`config.mk`:
```
export PLATFORM = sky130hd
export DESIGN_NAME = decode_pipe_stage
export DESIGN_NICKNAME = d
export VERILOG_FILES = /design/src/rtl/decode_pipe_stage.sv
export SDC_FILE = /design/constraint.sdc
export NUM_CORES = 1
export LEC_CHECK = 0
export CAP_MARGIN = 20
export CORE_UTILIZATION = 50
export DETAILED_ROUTE_END_ITERATION = 10
export PLACE_DENSITY = 0.74
export SYNTH_ARGS = -nofsm -noshare
export SYNTH_HDL_FRONTEND = slang
export SYNTH_SLANG_ARGS = --single-unit
```
`constraint.sdc`:
```
create_clock -name clk -period 2.37 [get_ports clk]
set_input_delay 0.474 -clock clk [delete_from_list [all_inputs] [get_ports clk]]
set_output_delay 0.474 -clock clk [all_outputs]
set_load 0.01 [all_outputs]
```
`src/rtl/decode_pipe_stage.sv`:
```
// decode_pipe_stage: RV32I/RV64I decoder feeding a DEPTH-entry bundle queue with valid/ready handshakes and flush.
module decode_pipe_stage #(
  parameter int XLEN  = 32,
  parameter int DEPTH = 2
) (
  input  logic            clk,
  input  logic            rst,
  input  logic            flush_i,
  input  logic            in_v,
  output logic            in_ready,
  input  logic [31:0]     in_instr,
  input  logic [XLEN-1:0] in_pc,
  output logic            out_v,
  input  logic            out_ready,
  output logic [XLEN-1:0] out_pc,
  output logic [6:0]      out_opcode,
  output logic [2:0]      out_inst_type,
  output logic [4:0]      out_rs1,
  output logic [4:0]      out_rs2,
  output logic [4:0]      out_rd,
  output logic            out_rs1_v,
  output logic            out_rs2_v,
  output logic            out_rd_w_v,
  output logic [XLEN-1:0] out_imm,
  output logic            out_imm_v,
  output logic [2:0]      out_funct3,
  output logic            out_alt_art,
  output logic            out_illegal
);
  localparam int SW = $clog2(XLEN);
  localparam int PW = DEPTH > 1 ? $clog2(DEPTH) : 1;
  localparam int CW = $clog2(DEPTH + 1);
  typedef struct packed {
    logic [XLEN-1:0] pc;
    logic [6:0]      opcode;
    logic [2:0]      inst_type;
    logic [4:0]      rs1, rs2, rd;
    logic            rs1_v, rs2_v, rd_w_v;
    logic [XLEN-1:0] imm;
    logic            imm_v;
    logic [2:0]      funct3;
    logic            alt_art, illegal;
  } bundle_t;
  bundle_t q [DEPTH];
  bundle_t d;
  logic [PW-1:0] wp, rp;
  logic [CW-1:0] cnt;
  logic push, pop, ill, r1, r2, rw, iv, alt, sh;
  logic [2:0] ty;
  logic signed [31:0] imm32, i_imm;
  logic [31:0] sh_hi;
  wire [6:0] op = in_instr[6:0];
  wire [2:0] f3 = in_instr[14:12];
  wire [6:0] f7 = in_instr[31:25];
  always_comb begin
    i_imm = {{20{in_instr[31]}}, in_instr[31:20]};
    sh = f3[1:0] == 2'b01;
    sh_hi = in_instr & (32'hFFFF_FFFF << (20 + SW));
    sh_hi[30] = f3 == 3'b101 ? 1'b0 : sh_hi[30];
    ill = 1'b0; ty = 3'd7; r1 = 1'b0; r2 = 1'b0; rw = 1'b0; iv = 1'b0; alt = 1'b0; imm32 = '0;
    case (op)
      7'b0110111, 7'b0010111: begin ty = 3'd4; rw = 1'b1; imm32 = {in_instr[31:12], 12'b0}; end
      7'b1101111: begin
        ty = 3'd5; rw = 1'b1;
        imm32 = {{12{in_instr[31]}}, in_instr[19:12], in_instr[20], in_instr[30:21], 1'b0};
      end
      7'b1100111: begin ty = 3'd1; r1 = 1'b1; rw = 1'b1; imm32 = i_imm; ill = f3 != 3'b000; end
      7'b1100011: begin
        ty = 3'd3; r1 = 1'b1; r2 = 1'b1; ill = f3[2:1] == 2'b01;
        imm32 = {{20{in_instr[31]}}, in_instr[7], in_instr[30:25], in_instr[11:8], 1'b0};
      end
      7'b0000011: begin
        ty = 3'd1; r1 = 1'b1; rw = 1'b1; imm32 = i_imm;
        ill = f3 == 3'b011 || f3[2:1] == 2'b11;
      end
      7'b0100011: begin
        ty = 3'd2; r1 = 1'b1; r2 = 1'b1; ill = f3 > 3'b010;
        imm32 = {{20{in_instr[31]}}, in_instr[31:25], in_instr[11:7]};
      end
      7'b0010011: begin
        ty = 3'd1; r1 = 1'b1; rw = 1'b1; iv = 1'b1;
        imm32 = sh ? 32'(in_instr[20 +: SW]) : i_imm;
        ill = sh && |sh_hi;
        alt = f3 == 3'b101 && in_instr[30];
      end
      7'b0110011: begin
        ty = 3'd0; r1 = 1'b1; r2 = 1'b1; rw = 1'b1;
        alt = (f3 == 3'b000 || f3 == 3'b101) && in_instr[30];
        ill = !(f7 == 7'b0 || (f7 == 7'b0100000 && (f3 == 3'b000 || f3 == 3'b101)));
      end
      7'b0001111, 7'b1110011: ;
      default: ill = 1'b1;
    endcase
    d = '0;
    d.pc = in_pc;
    d.opcode = op;
    d.inst_type = ty;
    d.rs1 = in_instr[19:15];
    d.rs2 = in_instr[24:20];
    d.rd = in_instr[11:7];
    d.rs1_v = r1 && !ill;
    d.rs2_v = r2 && !ill;
    d.rd_w_v = rw && !ill && |in_instr[11:7];
    d.imm = XLEN'(imm32);
    d.imm_v = iv && !ill;
    d.funct3 = f3;
    d.alt_art = alt;
    d.illegal = ill;
  end
  assign in_ready = cnt < CW'(DEPTH);
  assign out_v = cnt != '0;
  assign push = in_v && in_ready;
  assign pop = out_v && out_ready;
  function automatic logic [PW-1:0] nxt(input logic [PW-1:0] p);
    return p == PW'(DEPTH - 1) ? '0 : p + 1'b1;
  endfunction
  always_ff @(posedge clk or negedge rst)
    if (!rst) begin
      cnt <= '0;
      wp <= '0;
      rp <= '0;
      for (int i = 0; i < DEPTH; i++) q[i] <= '0;
    end else if (flush_i) begin
      cnt <= '0;
      wp <= '0;
      rp <= '0;
    end else begin
      if (push) q[wp] <= d;
      wp <= push ? nxt(wp) : wp;
      rp <= pop ? nxt(rp) : rp;
      cnt <= cnt + CW'(push) - CW'(pop);
    end
  assign out_pc = q[rp].pc;
  assign out_opcode = q[rp].opcode;
  assign out_inst_type = q[rp].inst_type;
  assign out_rs1 = q[rp].rs1;
  assign out_rs2 = q[rp].rs2;
  assign out_rd = q[rp].rd;
  assign out_rs1_v = q[rp].rs1_v;
  assign out_rs2_v = q[rp].rs2_v;
  assign out_rd_w_v = q[rp].rd_w_v;
  assign out_imm = q[rp].imm;
  assign out_imm_v = q[rp].imm_v;
  assign out_funct3 = q[rp].funct3;
  assign out_alt_art = q[rp].alt_art;
  assign out_illegal = q[rp].illegal;
endmodule

```
==> results.md <==
* Status: finished, violations left
* Failing checks: hold timing, setup timing
* Post-Syn Instances at 996
* Antenna Cells at 0
* First-pass DRT Iterations at 5
* Fin crit share at 1.00
* Hold WS at -6.19 ps
* Routability cong. at 0.895
* Fill count at 1483
* Initial antenna violation count at 0
* Starting Density at 0.511
* First-pass GRT wire length at 38100 microns
* Largest net degree at the start of global routing at 55
* Total wire length at 24100 microns
* Post-synth net total at 1067
* DR WL/cell at 16.9 microns
* Io pins at 169
* Max-slew violation count at 0
* Worst-Margin Slew at 462 ps
* Setup CP Type: reg -> out
* Worst IR Drop VDD at 0.000644 V
* Max-slew headroom at 0.691
* Syn_area_per_cell at 9.21 sq um
* CTS root buffer: clkbuf_16
* Die H at 137 microns
* Clk buf depth at 2
* Layout Nets at 1258
* Flops & latches, synth at 200
* Post-synthesis sequential area ratio at 0.545
* H-tree levels at 4
* Synth unique cells at 43
* Reg2Reg Setup Slack at 640 ps
* Mapped cell area at 9180 sq um
* Max Cap Viol at 0
* CTS tree: done
* GRT Residual Overflow at 0
* CTS Sinks at 200
* IO Port Bufs at 168
* Final min period at 2370 ps
* Standard-cell rows at 49
* Worst Path Max Fanout at 12
* Vias at 7610
* Worst-Skew Late Latency at 430 ps
* Leakage at 5.95 nW
* Vias in the first global route at 7383
* DP Wirelength at 16100 microns
* Critical Path Start Type: flip-flop
* Hold Crit Class: in -> async
* CP required at 1900 ps
* Commonest non-fill, non-tap cell in the layout: nand2_1
* Placed insts at 1380
* Non-filler cells, final at 1427
* CP arrival at 1900 ps
* CTS Buf Count at 17
* Crit. Startpoint: rp
* Final worst slack at -3.81 ps
* Die area at 18900 sq um
* Die width at 137 microns
* DRC at 0
* Yosys Warn Count at 0
* Fmax at 421 MHz
* Starting DRT DRC Count at 469
* Core area at 18000 sq um
* PD cells at 1180 nW/um^2
* Vias per inst at 5.33
* Overall Global Routing Usage at 0.265
* Critical Path Sink Type: primary output
* # setup viols final at 3
* Clk slew on worst S/H paths at 70 ps
* Final hold vios at 2
* Worst r2r src: cnt[1]
* Antenna Nets Post-Route at 0
* RSZ-0062 raised after global routing: yes
* Layout cells sized above 1 at 0.205
* Commonest non-fill, non-tap cells in the layout: nand2_1 (409), dfrtp_1 (199), mux2_2 (97)
* P&R area growth vs syn at 32.6%
* Clk_skew at 6.64 ps
routing by layer:
layer / wire length, microns / global-route usage / part of all wire
met5: 0 / 0 / 0
met4: 499 / 0.0794 / 0.021
met3: 1040 / 0.0493 / 0.043
met2: 11500 / 0.419 / 0.48
met1: 11000 / 0.371 / 0.46
sequential cells by signal, summed over array words and instances, names as in the netlist:
name  cells
wp        1
q       196
rp        1
cnt       2
Yosys cell counts, drive strengths merged:
master   count  area, sq um
a211o        1         8.76
a211oi       1         7.51
a21o         1         7.51
a21oi       25          125
a22oi        4         30.0
a311o        1         10.0
a31oi       25          156
a32oi        1         8.76
and2         3         18.8
and3         2         12.5
and4         1         8.76
and4b        1         10.0
buf          8         33.8
clkbuf      60          225
dfrtp      200         5000
ha           2         25.0
inv          9         33.8
mux2        98         1100
mux2i        2         20.0
nand2      410         1540
nand2b       5         31.3
nand3        4         20.0
nand3b       2         15.0
nor2        48          180
nor2b        6         37.5
nor3         3         15.0
nor3b        1         7.51
nor4         1         6.26
o2111ai      1         8.76
o211ai       1         7.51
o21a         3         22.5
o21ai       30          150
o31a         2         17.5
o31ai       20          150
o32ai        1         16.3
or2          3         18.8
or3          1         6.26
or3b         1         8.76
or4          3         22.5
or4b         1         10.0
xnor2        2         17.5
xor2         2         17.5
critical path, cell delays in order, from the launching register on:
cell	delay [ps]
dfrtp_4	540
buf_6	140
buf_6	110
buf_12	120
buf_16	140
mux2_2	290
buf_6	120
path summary, 6_finish.rpt:
| path | to | depth (start not counted) |
|---|---|---|
| min | q[176] | 1 |
| max reg2reg | cnt[1] | 7 |
| min reg2reg | q[93] | 2 |
| max | out_imm[19] | 6 |
| max in group asynchronous | q[117] | 2 |
| min in group clk | q[93] | 2 |
where the power goes:
group / internal, mW / switching [mW] / total [mW]
clock: 1.47 / 1.25 / 2.72
sequential: 4.85 / 0.753 / 5.60
combinational: 3.21 / 2.84 / 6.05
timing repair:
| action | in CTS | in global routing |
|---|---|---|
| pin swaps | 0 | 0 |
| endpoints found under the hold margin | 0 | 0 |
| buffers inserted | 10 | 3 |
| hold buffers | 0 | 0 |
| gates cloned | 3 | 1 |
| gates resized for setup | 206 | 32 |
| setup endpoints to repair | 98 | 14 |
logic make-up after synthesis:
family / Yosys count / share of synthesized area
AO/OA/AOI/OAI: 117 / 0.0792
XOR/XNOR: 4 / 0.00382
adder cells (fa/ha/maj): 2 / 0.00273
buffers and inverters: 77 / 0.0319
flip-flops: 200 / 0.545
multiplexers: 100 / 0.122
AND/OR/NAND/NOR: 496 / 0.214
per-stage QoR:
step / util / worst slack [ps] / area [sq um] / TNS [ps] / total power, mW
3_3_place_gp: 0.639 / -317 / 11500 / -2490 / 11.6
3_5_place_dp: 0.639 / -349 / 11500 / -3190 / 11.7
5_1_grt: 0.677 / -59.0 / 12200 / -2000 / 15.3
4_1_cts: 0.668 / -86.8 / 12000 / -549 / 14.1
6_report: 0.677 / -3.81 / 12200 / -7.36 / 14.4
2_1_floorplan: - / 249 / 9180 / 0 / 8.66
layout make-up:
| class | instances | area, sq um | share of cell area |
|---|---|---|---|
| clock buffers | 19 | 443 | 0.0364 |
| inverters | 9 | 33.8 | 0.00278 |
| well taps | 229 | 287 | 0.0235 |
| clock inverters | 11 | 103 | 0.00843 |
| multi-input cells | 719 | 3900 | 0.321 |
| flip-flops and latches | 200 | 5010 | 0.412 |
| repair buffers | 240 | 2390 | 0.197 |
(Power assumes the default switching activity.)
